===== src/rtl/bsg_manycore_ret_pkg.sv =====
// Shared types for the manycore return endpoint: fence FSM states and the return packet layout.
// The packet declaration is a macro because its coordinate widths come from module parameters.
package bsg_manycore_ret_pkg;

  localparam int ret_pad_width_gp = 5;

  typedef enum logic [1:0] {
    eIDLE  = 2'd0,
    eDRAIN = 2'd1,
    eDONE  = 2'd2
  } fence_state_e;

endpackage

`define BSG_MANYCORE_RET_PACKET_DECLARE(x_w, y_w) \
  typedef struct packed { \
    logic [bsg_manycore_ret_pkg::ret_pad_width_gp-1:0] pad; \
    logic [y_w-1:0] y_cord; \
    logic [x_w-1:0] x_cord; \
  } bsg_manycore_ret_packet_s


===== src/rtl/bsg_fifo_1r1w_small.sv =====
// Small circular FIFO: data visible on v_o/data_o one cycle after enqueue.
// ready_o drops when full (no same-cycle bypass); yumi_i pops the head.
module bsg_fifo_1r1w_small #(
  parameter int width_p = 8,
  parameter int els_p   = 2
) (
  input  logic               clk_i,
  input  logic               reset_i,
  input  logic               v_i,
  output logic               ready_o,
  input  logic [width_p-1:0] data_i,
  output logic               v_o,
  output logic [width_p-1:0] data_o,
  input  logic               yumi_i
);

  localparam int ptr_width_lp = (els_p > 1) ? $clog2(els_p) : 1;
  localparam int cnt_width_lp = $clog2(els_p + 1);

  logic [width_p-1:0]      mem_q [els_p];
  logic [ptr_width_lp-1:0] wr_ptr_q, wr_ptr_d, rd_ptr_q, rd_ptr_d;
  logic [cnt_width_lp-1:0] cnt_q, cnt_d;
  logic                    enq, deq;

  assign ready_o = (cnt_q != cnt_width_lp'(els_p));
  assign v_o     = (cnt_q != '0);
  assign data_o  = mem_q[rd_ptr_q];
  assign enq     = v_i & ready_o;
  assign deq     = yumi_i & v_o;

  // Explicit wrap so non-power-of-two depths work.
  always_comb begin
    wr_ptr_d = wr_ptr_q;
    rd_ptr_d = rd_ptr_q;
    cnt_d    = cnt_q;
    if (enq) wr_ptr_d = (wr_ptr_q == ptr_width_lp'(els_p - 1)) ? '0 : wr_ptr_q + 1'b1;
    if (deq) rd_ptr_d = (rd_ptr_q == ptr_width_lp'(els_p - 1)) ? '0 : rd_ptr_q + 1'b1;
    if (enq & ~deq) cnt_d = cnt_q + 1'b1;
    else if (deq & ~enq) cnt_d = cnt_q - 1'b1;
  end

  always_ff @(posedge clk_i) begin
    if (reset_i) begin
      wr_ptr_q <= '0;
      rd_ptr_q <= '0;
      cnt_q    <= '0;
    end else begin
      wr_ptr_q <= wr_ptr_d;
      rd_ptr_q <= rd_ptr_d;
      cnt_q    <= cnt_d;
    end
  end

  always_ff @(posedge clk_i) begin
    if (enq) mem_q[wr_ptr_q] <= data_i;
  end

endmodule


===== src/rtl/bsg_manycore_credit_counter.sv =====
// Outstanding-request counter: +1 on up, -1 on down, hold on both/neither; registered count.
// avail_o gates new sends below max_p; a decrement at zero holds and sets a sticky underflow flag.
module bsg_manycore_credit_counter #(
  parameter int max_p   = 16,
  parameter int width_p = $clog2(max_p + 1)
) (
  input  logic               clk_i,
  input  logic               reset_i,
  input  logic               up_i,
  input  logic               down_i,
  output logic [width_p-1:0] count_o,
  output logic               avail_o,
  output logic               zero_o,
  output logic               err_underflow_o
);

  logic [width_p-1:0] count_q, count_d;
  logic               err_q, err_d;

  assign count_o         = count_q;
  assign avail_o         = (count_q < width_p'(max_p));
  assign zero_o          = (count_q == '0);
  assign err_underflow_o = err_q;

  always_comb begin
    count_d = count_q;
    err_d   = err_q;
    if (up_i & ~down_i) begin
      if (avail_o) count_d = count_q + 1'b1;
    end else if (down_i & ~up_i) begin
      if (zero_o) err_d = 1'b1;
      else        count_d = count_q - 1'b1;
    end
  end

  always_ff @(posedge clk_i) begin
    if (reset_i) begin
      count_q <= '0;
      err_q   <= 1'b0;
    end else begin
      count_q <= count_d;
      err_q   <= err_d;
    end
  end

endmodule


===== src/rtl/bsg_manycore_ret_endpoint.sv =====
// Credit/fence endpoint: combinational send grant, 2+ cycle fence drain, 1-cycle ack queue under ret_ready_i.
// Optional stall counter enabled by BSG_MANYCORE_RET_ENDPOINT_STATS_EN (otherwise stall_cycles_o = 0).
module bsg_manycore_ret_endpoint
  import bsg_manycore_ret_pkg::*;
#(
  parameter  int x_cord_width_p      = 4,
  parameter  int y_cord_width_p      = 4,
  parameter  int max_out_credits_p   = 16,
  parameter  int ret_fifo_els_p      = 2,
  localparam int ret_packet_width_lp = ret_pad_width_gp + x_cord_width_p + y_cord_width_p,
  localparam int credit_width_lp     = $clog2(max_out_credits_p + 1)
) (
  input  logic                           clk_i,
  input  logic                           reset_i,
  input  logic                           out_v_i,
  output logic                           out_ready_o,
  output logic                           out_v_o,
  input  logic                           ready_i,
  input  logic                           fence_v_i,
  output logic                           fence_yumi_o,
  input  logic                           ret_v_i,
  input  logic [ret_packet_width_lp-1:0] ret_data_i,
  output logic                           ret_ready_o,
  input  logic                           commit_v_i,
  input  logic [x_cord_width_p-1:0]      commit_from_x_i,
  input  logic [y_cord_width_p-1:0]      commit_from_y_i,
  output logic                           commit_ready_o,
  output logic                           ret_v_o,
  output logic [ret_packet_width_lp-1:0] ret_data_o,
  input  logic                           ret_ready_i,
  input  logic [x_cord_width_p-1:0]      my_x_i,
  input  logic [y_cord_width_p-1:0]      my_y_i,
  output logic [credit_width_lp-1:0]     credits_o,
  output logic                           err_underflow_o,
  output logic [31:0]                    stall_cycles_o
);

  `BSG_MANYCORE_RET_PACKET_DECLARE(x_cord_width_p, y_cord_width_p);

  localparam int coord_width_lp = x_cord_width_p + y_cord_width_p;

  fence_state_e                state_q, state_d;
  logic                        send, credit_avail, credit_zero;
  logic                        enq_v, self_commit;
  logic [coord_width_lp-1:0]   head_coord;
  bsg_manycore_ret_packet_s    ret_pkt;
  logic                        unused_ret_data;

  // Ack contents are not inspected: every ack retires exactly one credit.
  assign unused_ret_data = ^ret_data_i;
  assign ret_ready_o     = 1'b1;

  assign send        = out_v_i & ready_i & credit_avail & (state_q == eIDLE) & ~fence_v_i;
  assign out_v_o     = send;
  assign out_ready_o = send;

  bsg_manycore_credit_counter #(
    .max_p  (max_out_credits_p),
    .width_p(credit_width_lp)
  ) credit_counter (
    .clk_i          (clk_i),
    .reset_i        (reset_i),
    .up_i           (send),
    .down_i         (ret_v_i),
    .count_o        (credits_o),
    .avail_o        (credit_avail),
    .zero_o         (credit_zero),
    .err_underflow_o(err_underflow_o)
  );

  always_comb begin
    state_d      = state_q;
    fence_yumi_o = 1'b0;
    case (state_q)
      eIDLE:   if (fence_v_i) state_d = eDRAIN;
      eDRAIN:  if (credit_zero & ~ret_v_i) state_d = eDONE;
      eDONE: begin
        fence_yumi_o = 1'b1;
        state_d      = eIDLE;
      end
      default: state_d = eIDLE;
    endcase
  end

  always_ff @(posedge clk_i) begin
    if (reset_i) state_q <= eIDLE;
    else         state_q <= state_d;
  end

  // Self-originated commits are acknowledged locally, so they are consumed without queueing.
  assign self_commit = (commit_from_x_i == my_x_i) & (commit_from_y_i == my_y_i);
  assign enq_v       = commit_v_i & commit_ready_o & ~self_commit;

  bsg_fifo_1r1w_small #(
    .width_p(coord_width_lp),
    .els_p  (ret_fifo_els_p)
  ) ack_fifo (
    .clk_i  (clk_i),
    .reset_i(reset_i),
    .v_i    (enq_v),
    .ready_o(commit_ready_o),
    .data_i ({commit_from_y_i, commit_from_x_i}),
    .v_o    (ret_v_o),
    .data_o (head_coord),
    .yumi_i (ret_v_o & ret_ready_i)
  );

  always_comb begin
    ret_pkt        = '0;
    ret_pkt.y_cord = head_coord[coord_width_lp-1:x_cord_width_p];
    ret_pkt.x_cord = head_coord[x_cord_width_p-1:0];
  end
  assign ret_data_o = ret_pkt;

`ifdef BSG_MANYCORE_RET_ENDPOINT_STATS_EN
  logic [31:0] stall_q, stall_d;
  logic        stall_cond;

  assign stall_cond = out_v_i & ready_i & (credits_o == credit_width_lp'(max_out_credits_p))
                    & (state_q == eIDLE) & ~fence_v_i;

  always_comb begin
    stall_d = stall_q;
    if (stall_cond && (stall_q != '1)) stall_d = stall_q + 32'd1;
  end

  always_ff @(posedge clk_i) begin
    if (reset_i) stall_q <= '0;
    else         stall_q <= stall_d;
  end

  assign stall_cycles_o = stall_q;
`else
  assign stall_cycles_o = '0;
`endif

  commit_overflow_a: assert property (@(posedge clk_i) disable iff (reset_i)
    !(commit_v_i && !commit_ready_o))
    else $error("commit_v_i asserted while commit_ready_o is low; commit dropped");

endmodule


===== config.mk =====
export PLATFORM = sky130hd
export DESIGN_NAME = bsg_manycore_ret_endpoint
export DESIGN_NICKNAME = d
export VERILOG_FILES = /design/src/rtl/bsg_manycore_ret_pkg.sv /design/src/rtl/bsg_fifo_1r1w_small.sv /design/src/rtl/bsg_manycore_credit_counter.sv /design/src/rtl/bsg_manycore_ret_endpoint.sv
export SDC_FILE = /design/constraint.sdc
export NUM_CORES = 1
export LEC_CHECK = 0
export BUFFER_PORTS_ARGS = -buffer_cell sky130_fd_sc_hd__buf_2
export CORE_MARGIN = 5
export CORE_UTILIZATION = 44
export CTS_BUF_LIST = sky130_fd_sc_hd__clkbuf_16
export DETAILED_ROUTE_END_ITERATION = 12
export GPL_ROUTABILITY_DRIVEN = 0
export PLACE_DENSITY = 0.79
export SETUP_SLACK_MARGIN = 0.02
export SLEW_MARGIN = 20
export SYNTH_ARGS = -nofsm -noshare
export SYNTH_HDL_FRONTEND = slang
export SYNTH_SLANG_ARGS = --single-unit

===== constraint.sdc =====
create_clock -name clk_i -period 2.57 [get_ports clk_i]
set_input_delay 0.1285 -clock clk_i [delete_from_list [all_inputs] [get_ports clk_i]]
set_output_delay 0.1285 -clock clk_i [all_outputs]
set_load 0.005 [all_outputs]

# Word-level counts from Yosys, hierarchy flattened
# Memories as Yosys holds them, arrays and structs flattened. A register that Yosys moved wholly into a read port is not among the register bits.
# Cells that the tools add are included.
dict set report totals {
  register_bits 12
  ram_bits 16
  input_bits 37
  output_inout_bits 57
  word_cells 69
  n_memories 1
}
dict set report classes {
  add_sub_neg 6
  order_cmp 1
  eq_ne 9
  mux 16
  bitwise 22
  reduce_logical 8
}
# memory depth word_bits read_ports rd_clocked_by_memory_dff wr line
set mem_list {}
lappend mem_list {ack_fifo.mem_q 2 8 1 1 1 bsg_fifo_1r1w_small.sv:20} ;# logic [width_p-1:0] mem_q [els_p];
# op n
set op_table {}
lappend op_table {{5-bit two-way mux} 4}
lappend op_table {{1-bit bitwise AND} 15}
lappend op_table {{4-bit equality test} 2}
lappend op_table {{2-bit two-way mux} 4}
lappend op_table {{2-bit inequality test, second input constant} 4}
lappend op_table {{1-bit two-way mux} 7}
lappend op_table {{1-bit inverter} 7}
lappend op_table {{3-bit AND reduction} 2}
lappend op_table {{2-bit nonzero test} 3}
lappend op_table {{5-bit by 1-bit adder with 5-bit output, second input constant} 1}
lappend op_table {{5-bit logical NOT} 1}
lappend op_table {{5-bit < comparator, second input constant} 1}
lappend op_table {{5-bit by 1-bit subtractor with 5-bit output, second input constant} 1}
lappend op_table {{2-bit one-hot mux with 2 select lines} 1}
lappend op_table {{1-bit adder, second input constant} 2}
lappend op_table {{2-bit by 1-bit adder with 2-bit output, second input constant} 1}
lappend op_table {{2-bit by 1-bit equality test with 1-bit output, second input constant} 1}
lappend op_table {{2-bit equality test, second input constant} 1}
lappend op_table {{2-bit logical NOT} 1}
lappend op_table {{2-bit by 1-bit inequality test with 1-bit output, second input constant} 1}
lappend op_table {{2-bit AND reduction} 1}
lappend op_table {{2-bit by 1-bit subtractor with 2-bit output, second input constant} 1}

# Longest topological paths before layout
# Gate-level depths: netlist of run 1.
dict set report logic_depth {
  depth_word 9
  mapped_depth 10
  ltp_nobuf 10
}

# By module
# Synthesis of run 1 repeated with hierarchy kept, for this count alone.
dict set report unflattened {
  cells_unflattened 159
  area_unflattened_um2 1706.6
}
# mod instances cells_each area_per_inst_um2 seq_area_each_um2
set modules_own_cells {}
lappend modules_own_cells {bsg_fifo_1r1w_small 1 49 805.8 580.6}
lappend modules_own_cells {bsg_manycore_ret_endpoint 1 64 491.7 40.0}
lappend modules_own_cells {bsg_manycore_credit_counter 1 46 409.1 120.1}

# Least setup slack after synthesis of run 1
# OpenSTA, ideal clock, no wires.
dict set report synth_path {
  path_type {register to register}
  from {register credit_counter.count_q[4] (netlist: credit_counter.count_o[4])}
  to {register credit_counter.count_q[4] (netlist: credit_counter.count_o[4])}
  setup_time_ns 0.088
  t_arrival_ns 2.267
  required_time_ns 2.482
  slack_ns 0.215
  stages_incl_launch_ff 11
  path_buffers 0
  synth_period_minus_slack_ns 2.355
  cell_sequence {dfxtp_1 > nor4_1 > nand3_1 > inv_1 > ha_1 > inv_1 > ha_1 > nor2b_1 > o21a_1 > or3_1 > a311oi_2}
}
dict set report synth_between {
  elab_chain_len 8
  word_cells_on_any_way 18
  classes_between {add/sub (2); order compare (1); eq/ne (2); mux (4); bitwise (6); reduce/logical (3)}
}
# item line
set synth_lines {}
lappend synth_lines {{start, declared} bsg_manycore_credit_counter.sv:17} ;# logic [width_p-1:0] count_q, count_d;
lappend synth_lines {{start signal, assigned} bsg_manycore_credit_counter.sv:41} ;# count_q <= count_d;
lappend synth_lines {{5-bit < comparator *} bsg_manycore_credit_counter.sv:21} ;# assign avail_o = (count_q < width_p'(max_p));
lappend synth_lines {{1-bit bitwise AND * (3 in series)} bsg_manycore_ret_endpoint.sv:53} ;# assign send = out_v_i & ready_i & credit_avail & (state_q == eIDLE) & ~fence_v_i;
lappend synth_lines {{named net out_ready_o} bsg_manycore_ret_endpoint.sv:16} ;# output logic out_ready_o,
lappend synth_lines {{1-bit inverter} bsg_manycore_credit_counter.sv:30} ;# end else if (down_i & ~up_i) begin
lappend synth_lines {{1-bit bitwise AND} bsg_manycore_credit_counter.sv:30}
lappend synth_lines {{2-bit nonzero test (no source line)} -}
lappend synth_lines {{3-bit AND reduction (no source line)} -}
# The timed path passes the listed nets; every way through them passes the cells marked *. The select of a mux whose other input is x is not followed.
# A chain may end at the register's enable or synchronous reset.

# Worst setup path in the final report of run 1
dict set report layout_path {
  from {register state_q[0]}
  to {register credit_counter.count_q[4] (netlist: credit_counter.count_o[4])}
}
dict set report layout_between {
  elab_chain_len 7
  word_cells_on_any_way 11
  classes_between {eq/ne (2); mux (1); bitwise (5); reduce/logical (3)}
}
# item line
set layout_lines {}
lappend layout_lines {{start, declared} bsg_manycore_ret_endpoint.sv:42} ;# fence_state_e state_q, state_d;
lappend layout_lines {{start signal, assigned} bsg_manycore_ret_endpoint.sv:86} ;# if (reset_i) state_q <= eIDLE;
lappend layout_lines {{start signal, assigned} bsg_manycore_ret_endpoint.sv:87} ;# else state_q <= state_d;
lappend layout_lines {{2-bit logical NOT *} bsg_manycore_ret_endpoint.sv:53}
lappend layout_lines {{1-bit bitwise AND * (2 in series)} bsg_manycore_ret_endpoint.sv:53}
lappend layout_lines {{1-bit inverter} bsg_manycore_credit_counter.sv:30}
lappend layout_lines {{1-bit bitwise AND} bsg_manycore_credit_counter.sv:30}
lappend layout_lines {{2-bit nonzero test (no source line)} -}
lappend layout_lines {{3-bit AND reduction (no source line)} -}
# Every way passes the cells marked *; elsewhere a longest branch is shown, timed or not.

==> results.md, run 1 <==
- Status: complete, no violations
- Via count normalized by instance count: 4.379
- Most area-consuming cells after synthesis: sky130_fd_sc_hd__edfxtp_1 28%, sky130_fd_sc_hd__buf_4 17%, sky130_fd_sc_hd__dfxtp_1 15%
- Unrepaired setup endpoints after global routing: no
- Number of standard cells in the final layout excluding fillers: 253
- Power per standard cell area: approximately 1000 nW/µm²
- Total negative setup slack: 0 ns
- Global-route wire length before repair: between 4 and 5 mm
- Part of the power in the clock network: a little under a third
- Antenna violation net count after detailed routing: 0
- Maximum clock insertion buffer count: 2
- Post-Place Cells: between 200 and 250
- Total clock buffers created by CTS: 5
- Switching fraction of total power: between 20% and 30%
- Number of antenna violations at the first check in global routing: 0
- Fraction of final layout cells with drive strength greater than 1: about a third
- Clock Skew: roughly 0.0057 ns
- Clk Tree Root Cell: sky130_fd_sc_hd__clkbuf_16
- Critical path, cell by cell: nor4_2, nand3_1, inv_2, ha_1, inv_1, ha_1, nor2b_1, o21a_1, or3_1, a311oi_2
- Final setup violation count: 0
- Required time worst endpoint: approximately 2.7 ns
- Std-Cell Rows: 22
- Netlist area before placement: 1697 µm²
- Top cell type's share of synthesized area: between 20% and 30%
- Highest clock rate: about 420 MHz
- Initial detailed-routing violation count: 28
- Layout overhead on the synthesized area: 17.33%
- Main synth FF type: sky130_fd_sc_hd__edfxtp_1
- Count of unresolved DRC violations after routing: 0
- Cell count after synthesis: ~160
- Worst voltage drop across the vdd grid: 0.5820 mV
- Worst path max stage delay: ~0.34 ns
- Most area-hungry cell type in the Yosys netlist: sky130_fd_sc_hd__edfxtp_1
- # IOs: between 90 and 100
- Critical path endpoint category: flop
- Mean instance size in the synthesized netlist: approximately 11 µm²
- Total internal power: 1.423 mW
- Slowest stage cell on the critical path: sky130_fd_sc_hd__dfxtp_1
- Number of enable flip-flop cells after synthesis: 16
- Sequential fraction of design power: 35.3%
- Category of the most critical setup path: flop to flop
- Type of origin of the critical path: flop
- Share of the clock period used by the worst path after layout: about 92%
- Number of global-route vias before repair: around 1000
- Input/output buffers: 42
- Ys Warns: 0
- Detail Placement HPWL: about 2.3 mm
- Sequential-to-total area share from yosys stat: between 40% and 50%
- Total routing usage reported by global routing: approximately 11%
- Maximum number of pins on one net before global-route repair: 15
- Tightest Hold Check Type: input pin to flop
- Min Clock Period, post-route: approximately 2.4 ns
- Final worst hold slack: around 0.076 ns
- X dimension of the die: slightly above 70 µm
- Number of H-tree levels: 2
- Leftover overflow at the end of global routing: 0
- Unique cell type count in the Yosys netlist: 32
- Hold Violations, Final: 0
- Max-cap viol count: 0
- Ys async rst share: 0%
- Psw: about 0.60 mW
- Routed Wire Length: approximately 2.8 mm
- Count of antenna diodes in the layout: 0
- Die Y: just over 70 µm
- Initial Utilization: 46.00%
- CTS tree: done
- Clock tree sinks: 29
- Flop2flop setup slack: roughly 0.21 ns
- Critical path peak fanout: 5
- Insertion delay of the later-clocked pin in the worst-skew pair: between 0.2 and 0.3 ns
- Die area: 5198 µm²
- Cell repeated most along the worst path: sky130_fd_sc_hd__ha_1
- Vias after detailed routing: approximately 1100
- Leakage: 0.9176 nW
- Post-synthesis sequential element count: 29
- Reg clk slew, reported paths: roughly 0.05 ns
- Core region area: about 3700 µm²
- First-pass detailed-route iteration total: 4
- Combinational cell fraction of total power: ~34%
- NumNets Final: 250
- Overall power after layout: about 2.0 mW
- Final max-slew violation count: 0
- Detailed-route wire length per cell: about 11 µm
- Crit path arrival time: approximately 2.5 ns
placed cells by master, fill, tap and decap left out, types with 4 or more instances in the layout:
master,instances
sky130_fd_sc_hd__xor2_1,11
sky130_fd_sc_hd__a21oi_1,6
sky130_fd_sc_hd__clkbuf_16,5
sky130_fd_sc_hd__nor2b_1,4
sky130_fd_sc_hd__o21ai_0,5
sky130_fd_sc_hd__conb_1,38
sky130_fd_sc_hd__inv_1,4
sky130_fd_sc_hd__buf_2,42
sky130_fd_sc_hd__ha_1,8
sky130_fd_sc_hd__nor2_1,12
sky130_fd_sc_hd__mux2_2,9
sky130_fd_sc_hd__edfxtp_1,16
sky130_fd_sc_hd__dfxtp_1,12
routing by layer:
layer  track usage, %  part of all wire, %  up-vias  wire, µm
li1                 -                    -      554         -
met1            12.92                   40      515      1106
met2            17.80                   51       37      1419
met3            3.463                  7.8        2       216
met4            4.384                  1.2        0        34
met5                0                    0        -         0
through the flow:
| step | worst slack (ns) | util [%] | cell area (µm²) |
|---|---|---|---|
| global route | 0.02652 | 53.97 | 1991 |
| floorplan | 0.2146 | - | 1832 |
| finish | 0.2082 | 53.97 | 1991 |
| detailed placement | 0.1471 | 49.25 | 1817 |
| CTS | 0.1175 | 53.77 | 1983 |
| global placement | 0.1794 | 49.25 | 1817 |
worst max-delay path: cells and delay by family (launching register included):
family,cells,cell delay (ns)
AND/OR/NAND/NOR,4,0.87
adder cells (fa/ha/maj),2,0.46
AO/OA/AOI/OAI,2,0.43
flip-flops,1,0.34
buffers and inverters,2,0.17
cell type report:
type | count | area (µm²)
inverter | 5 | 18.77
clock inverter | 3 | 41.29
tap | 48 | 60.06
multi-input combinational | 119 | 778.2
timing repair buffer | 44 | 225.2
clock buffer | 5 | 125.1
fill | 347 | 1698
sequential | 29 | 742.0
flip-flops by register name, summed over array words and instances (netlist names), named ones only:
name,count
ack_fifo.rd_ptr_q,1
ack_fifo.mem_q,16
state_q,2
credit_counter.err_underflow_o,1
credit_counter.count_o,5
ack_fifo.wr_ptr_q,1
ack_fifo.cnt_q,2
worst paths after layout:
| check | from | endpoint | cells past startpoint |
|---|---|---|---|
| min | commit_from_y_i[3] | ack_fifo.mem_q[0][7] | 1 |
| max reg2reg | state_q[0] | credit_counter.count_o[4] | 10 |
| max | state_q[0] | credit_counter.count_o[4] | 10 |
| min reg2reg | credit_counter.err_underflow_o | credit_counter.err_underflow_o | 2 |
timing repair:
item	4_1_cts	5_1_grt
resized for setup	0	3
setup buffers	0	0
setup endpoints to repair	0	1
hold buffers	0	0
hold endpoints to repair	0	0
cell usage after synthesis (all sizes together), types with 2 or more instances:
master and count:
mux2 9, nor4 3, edfxtp 16, nand3 2
and3 2, nand2 3, nor2b 4, o21ai 5
ha 8, a21oi 6, conb 2, buf 40
xor2 11, inv 5, xnor2 2, nor2 12
or3 2, dfxtp 13
power groups by stage:
stage / clock network [mW] / registers, mW / logic [mW]
2_1_floorplan: 0 / 0.685 / 0.545
3_5_place_dp: 0 / 0.719 / 0.683
3_3_place_gp: 0 / 0.714 / 0.670
5_1_grt: 0.670 / 0.729 / 0.775
6_report: 0.630 / 0.712 / 0.679
4_1_cts: 0.643 / 0.711 / 0.687
cell families (layout without fill, tap and decap cells):
group / Yosys count / in the layout / synth area share, %
XOR/XNOR: 13 / 13 / 6.711
other: 2 / 38 / 0.4426
buffers and inverters: 46 / 57 / 18.80
adder cells (fa/ha/maj): 9 / 9 / 7.080
AND/OR/NAND/NOR: 34 / 34 / 10.47
flip-flops: 29 / 29 / 43.66
AO/OA/AOI/OAI: 16 / 16 / 6.858
multiplexers: 9 / 9 / 5.974
(Power assumes the default switching activity.)
==> run 2: changes to the inputs <==
SYNTH_HIERARCHICAL = 1   (was unset)
==> run 2 against run 1 <==
Compared with the run above:
- via count rose by 3.2%
- combinational power about the same
- first-iteration DRC count is 36% higher
- register-to-register slack gained 0.06 ns
- clock-buffer cell count unchanged
- flip-flop and latch count unchanged
- critical endpoint is now credit_counter/count_o[4]
- largest cell class unchanged
- highest routed layer unchanged
==> results.md, run 2 <==
- Status: complete, no violations (unchanged)
- Required time worst endpoint: 2.75 ns (was 2.74 ns)
- Initial detailed-routing violation count: 38 (was 28)
- Main synth FF type: sky130_fd_sc_hd__edfxtp_1 (unchanged)
- Global-route wire length before repair: 4.560 mm (was 4.402 mm)
- Slowest stage cell on the critical path: sky130_fd_sc_hd__or4b_1 (was sky130_fd_sc_hd__dfxtp_1)
- Input/output buffers: 42 (unchanged)
- Clk Tree Root Cell: sky130_fd_sc_hd__clkbuf_16 (unchanged)
- Bufs and invs on worst path: 1 (was 2)
- Leftover overflow at the end of global routing: 0 (unchanged)
- Count of antenna diodes in the layout: 0 (unchanged)
- Largest reg by FF count: ack_fifo/mem_q (was ack_fifo.mem_q)
- Share of the clock period used by the worst path after layout: 89.47% (was 91.90%)
- Max-cap viol count: 0 (unchanged)
- Most area-hungry cell type in the Yosys netlist: sky130_fd_sc_hd__edfxtp_1 (unchanged)
- Maximum clock insertion buffer count: 2 (unchanged)
- Combinational cell fraction of total power: 33.6% (about the same)
- Critical path peak fanout: 9 (was 5)
- Category of the most critical setup path: flop to flop (unchanged)
- Fraction of final layout cells with drive strength greater than 1: 32.52% (was 33.17%)
- Post-layout instance area: 1989 µm² (was 1991 µm²)
- Leakage: 0.9155 nW (was 0.9176 nW)
- Highest clock rate: 434.9 MHz (was 423.4 MHz)
- Reg clk slew, reported paths: 0.05 ns (about the same)
- Total clock buffers created by CTS: 5 (unchanged)
- Worst path max stage delay: 0.47 ns (was 0.34 ns)
- Die area: 5224 µm² (was 5198 µm²)
- Die Y: 72.28 µm (was 72.10 µm)
- Min Clock Period, post-route: 2.299 ns (was 2.362 ns)
- Core region area: 3716 µm² (was 3689 µm²)
- Largest delay share family, worst path: simple AND/OR/NAND/NOR gates (unchanged)
- Ys async rst share: 0% (unchanged)
- Number of enable flip-flop cells after synthesis: 16 (unchanged)
- First-pass detailed-route iteration total: 4 (unchanged)
- Mean instance size in the synthesized netlist: 10.73 µm² (was 10.74 µm²)
- Critical path, cell by cell: inv_1, nand4b_1, nor3_2, nand2b_1, fa_1, nand3_1, nand2_1, or4b_1, a41oi_1 (was nor4_2, nand3_1, inv_2, ha_1, inv_1, ha_1, nor2b_1, o21a_1, or3_1, a311oi_2)
- Number of H-tree levels: 2 (unchanged)
- Total routing usage reported by global routing: 10.90% (was 10.78%)
- Top cell type's share of synthesized area: 28.15% (was 28.32%)
- CTS tree: done (unchanged)
- Sequential-to-total area share from yosys stat: 43.40% (was 43.66%)
- Via count normalized by instance count: 4.500 (was 4.379)
- Number of antenna violations at the first check in global routing: 0 (unchanged)
- Number of global-route vias before repair: 1050 (was 1011)
- Total negative setup slack: 0 ns (unchanged)
- Part of the power in the clock network: 30.7% (was 31.2%)
- Detail Placement HPWL: 2.388 mm (was 2.258 mm)
- Clock Skew: 0.002432 ns (was 0.005745 ns)
- Unrepaired setup endpoints after global routing: no (unchanged)
- Detailed-route wire length per cell: 11.52 µm (was 10.98 µm)
- Vias after detailed routing: 1143 (was 1108)
- # IOs: 94 (unchanged)
- X dimension of the die: 72.28 µm (was 72.10 µm)
- Initial Utilization: 45.93% (was 46.00%)
- Post-CTS setup buffer count: 0 (unchanged)
- Crit path arrival time: 2.48 ns (was 2.53 ns)
- Most area-consuming cells after synthesis: sky130_fd_sc_hd__edfxtp_1 28%, sky130_fd_sc_hd__buf_4 17%, sky130_fd_sc_hd__dfxtp_1 15% (unchanged)
- Switching fraction of total power: 30.23% (was 29.62%)
- Std-Cell Rows: 22 (unchanged)
- Clock tree sinks: 29 (unchanged)
- Tightest Hold Check Type: input pin to flop (unchanged)
- Power per standard cell area: 1015 nW/µm² (about the same)
- Type of origin of the critical path: flop (unchanged)
- Psw: 0.6102 mW (was 0.5986 mW)
- Fin worst setup slack: 0.2706 ns (was 0.2082 ns)
- Flip-flop count of the largest register, all copies and words added: 16 (unchanged)
- NumNets Final: 247 (was 250)
- Highest-count cells in the layout ignoring fill and taps: 42 x sky130_fd_sc_hd__buf_2, 38 x sky130_fd_sc_hd__conb_1, 16 x sky130_fd_sc_hd__edfxtp_1 (unchanged)
- Ys Warns: 6 (was 0)
- Count of unresolved DRC violations after routing: 0 (unchanged)
- Count of hold-fix buffers inserted at cts: 0 (unchanged)
- Cell count after synthesis: 159 (was 158)
- Unique cell type count in the Yosys netlist: 41 (was 32)
- Worst voltage drop across the vdd grid: 0.7207 mV (was 0.5820 mV)
- Synth cell count leaders: 39 x sky130_fd_sc_hd__buf_4, 16 x sky130_fd_sc_hd__edfxtp_1, 13 x sky130_fd_sc_hd__dfxtp_1 (unchanged)
- Layout overhead on the synthesized area: 16.57% (was 17.33%)
- Insertion delay of the later-clocked pin in the worst-skew pair: 0.26 ns (was 0.27 ns)
- Most common cell in the synthesized netlist: sky130_fd_sc_hd__buf_4 (unchanged)
- Dpl cell area: 1822 µm² (was 1817 µm²)
- Pre-CTS worst setup slack: 0.2069 ns (was 0.1471 ns)
- Final max-slew violation count: 0 (unchanged)
- Critical path endpoint category: flop (unchanged)
- Most common cell after layout, fill and taps aside: sky130_fd_sc_hd__buf_2 (unchanged)
- Netlist area before placement: 1707 µm² (was 1697 µm²)
- Hold Violations, Final: 0 (unchanged)
- Post-synthesis sequential element count: 29 (unchanged)
- Final setup violation count: 0 (unchanged)
- Maximum number of pins on one net before global-route repair: 15 (unchanged)
- Antenna violation net count after detailed routing: 0 (unchanged)
- Sequential fraction of design power: 35.7% (was 35.3%)
- Routed Wire Length: 2.927 mm (was 2.777 mm)
- Total internal power: 1.408 mW (was 1.423 mW)
run 2: changes by cell type after synthesis, moves of 3 or more:
cell,previous run,this run
sky130_fd_sc_hd__a21oi_1,6,9
sky130_fd_sc_hd__ha_1,8,4
sky130_fd_sc_hd__nor2_1,12,7
sky130_fd_sc_hd__nor3_1,1,5
run 2: worst reg2reg max path: cells and delay by family (launching register included):
family          cells  cell delay [ns]
simple gates        6             1.13
fa+ha+maj           1             0.45
flops               1             0.39
compound gates      1             0.15
buf+inv             1             0.11
run 2: through the flow:
step	power, mW	std cells	hold slack [ns]	util (%)
3_5_place_dp	1.415	246	0.3487	49.02
2_1_floorplan	1.241	195	0.1976	-
4_1_cts	2.042	254	0.07934	53.40
5_1_grt	2.165	254	0.08345	53.54
6_report	2.018	254	0.08102	53.54
3_3_place_gp	1.395	246	0.3429	49.02
run 2: layout make-up:
cell class	count	area [µm²]
Clock buffer	5	125.1
Inverter	3	11.26
Multi-Input combinational cell	123	797.0
Clock inverter	3	37.54
Sequential cell	29	740.7
Timing Repair Buffer	43	217.7
Fill cell	351	1727
Tap cell	48	60.06
run 2: what timing repair did:
action	4_1_cts	5_1_grt
gates resized for setup	0	1
endpoints found under the hold margin	0	0
setup endpoints to repair	0	1
run 2: per-layer routing:
metal	vias up	share of wire, %	track usage [%]
met4	0	0.96	3.758
met1	532	37	12.41
li1	570	-	-
met5	-	0	0
met2	39	54	20.22
met3	2	7.8	1.939
run 2: final timing paths:
kind	startpoint	to	slack, ns	cells past startpoint
worst min-delay path	commit_from_y_i[2]	ack_fifo/mem_q[0][6]	0.08	1
worst min register to register	credit_counter/err_underflow_o	credit_counter/err_underflow_o	0.46	2
worst max-delay path	credit_counter/count_o[4]	credit_counter/count_o[4]	0.27	9
worst max register to register	credit_counter/count_o[4]	credit_counter/count_o[4]	0.27	9
run 2: power by group through the flow:
stage                     clock [mW]  sequential (mW)  combinational [mW]
after global routing           0.658            0.742               0.765
after global placement             0            0.725               0.670
after detailed placement           0            0.731               0.684
final                          0.620            0.720               0.678
after floorplan                    0            0.705               0.536
after CTS                      0.631            0.723               0.688
run 2: kinds of logic after synthesis:
| kind of cell | Yosys count | share of synthesized area (%) |
|---|---|---|
| adder cells (fa/ha/maj) | 5 | 4.106 |
| buffers and inverters | 43 | 18.11 |
| flip-flops | 29 | 43.40 |
| other | 2 | 0.4400 |
| XOR/XNOR | 13 | 6.672 |
| multiplexers | 8 | 5.279 |
| AO/OA/AOI/OAI | 21 | 8.064 |
| AND/OR/NAND/NOR | 38 | 13.93 |
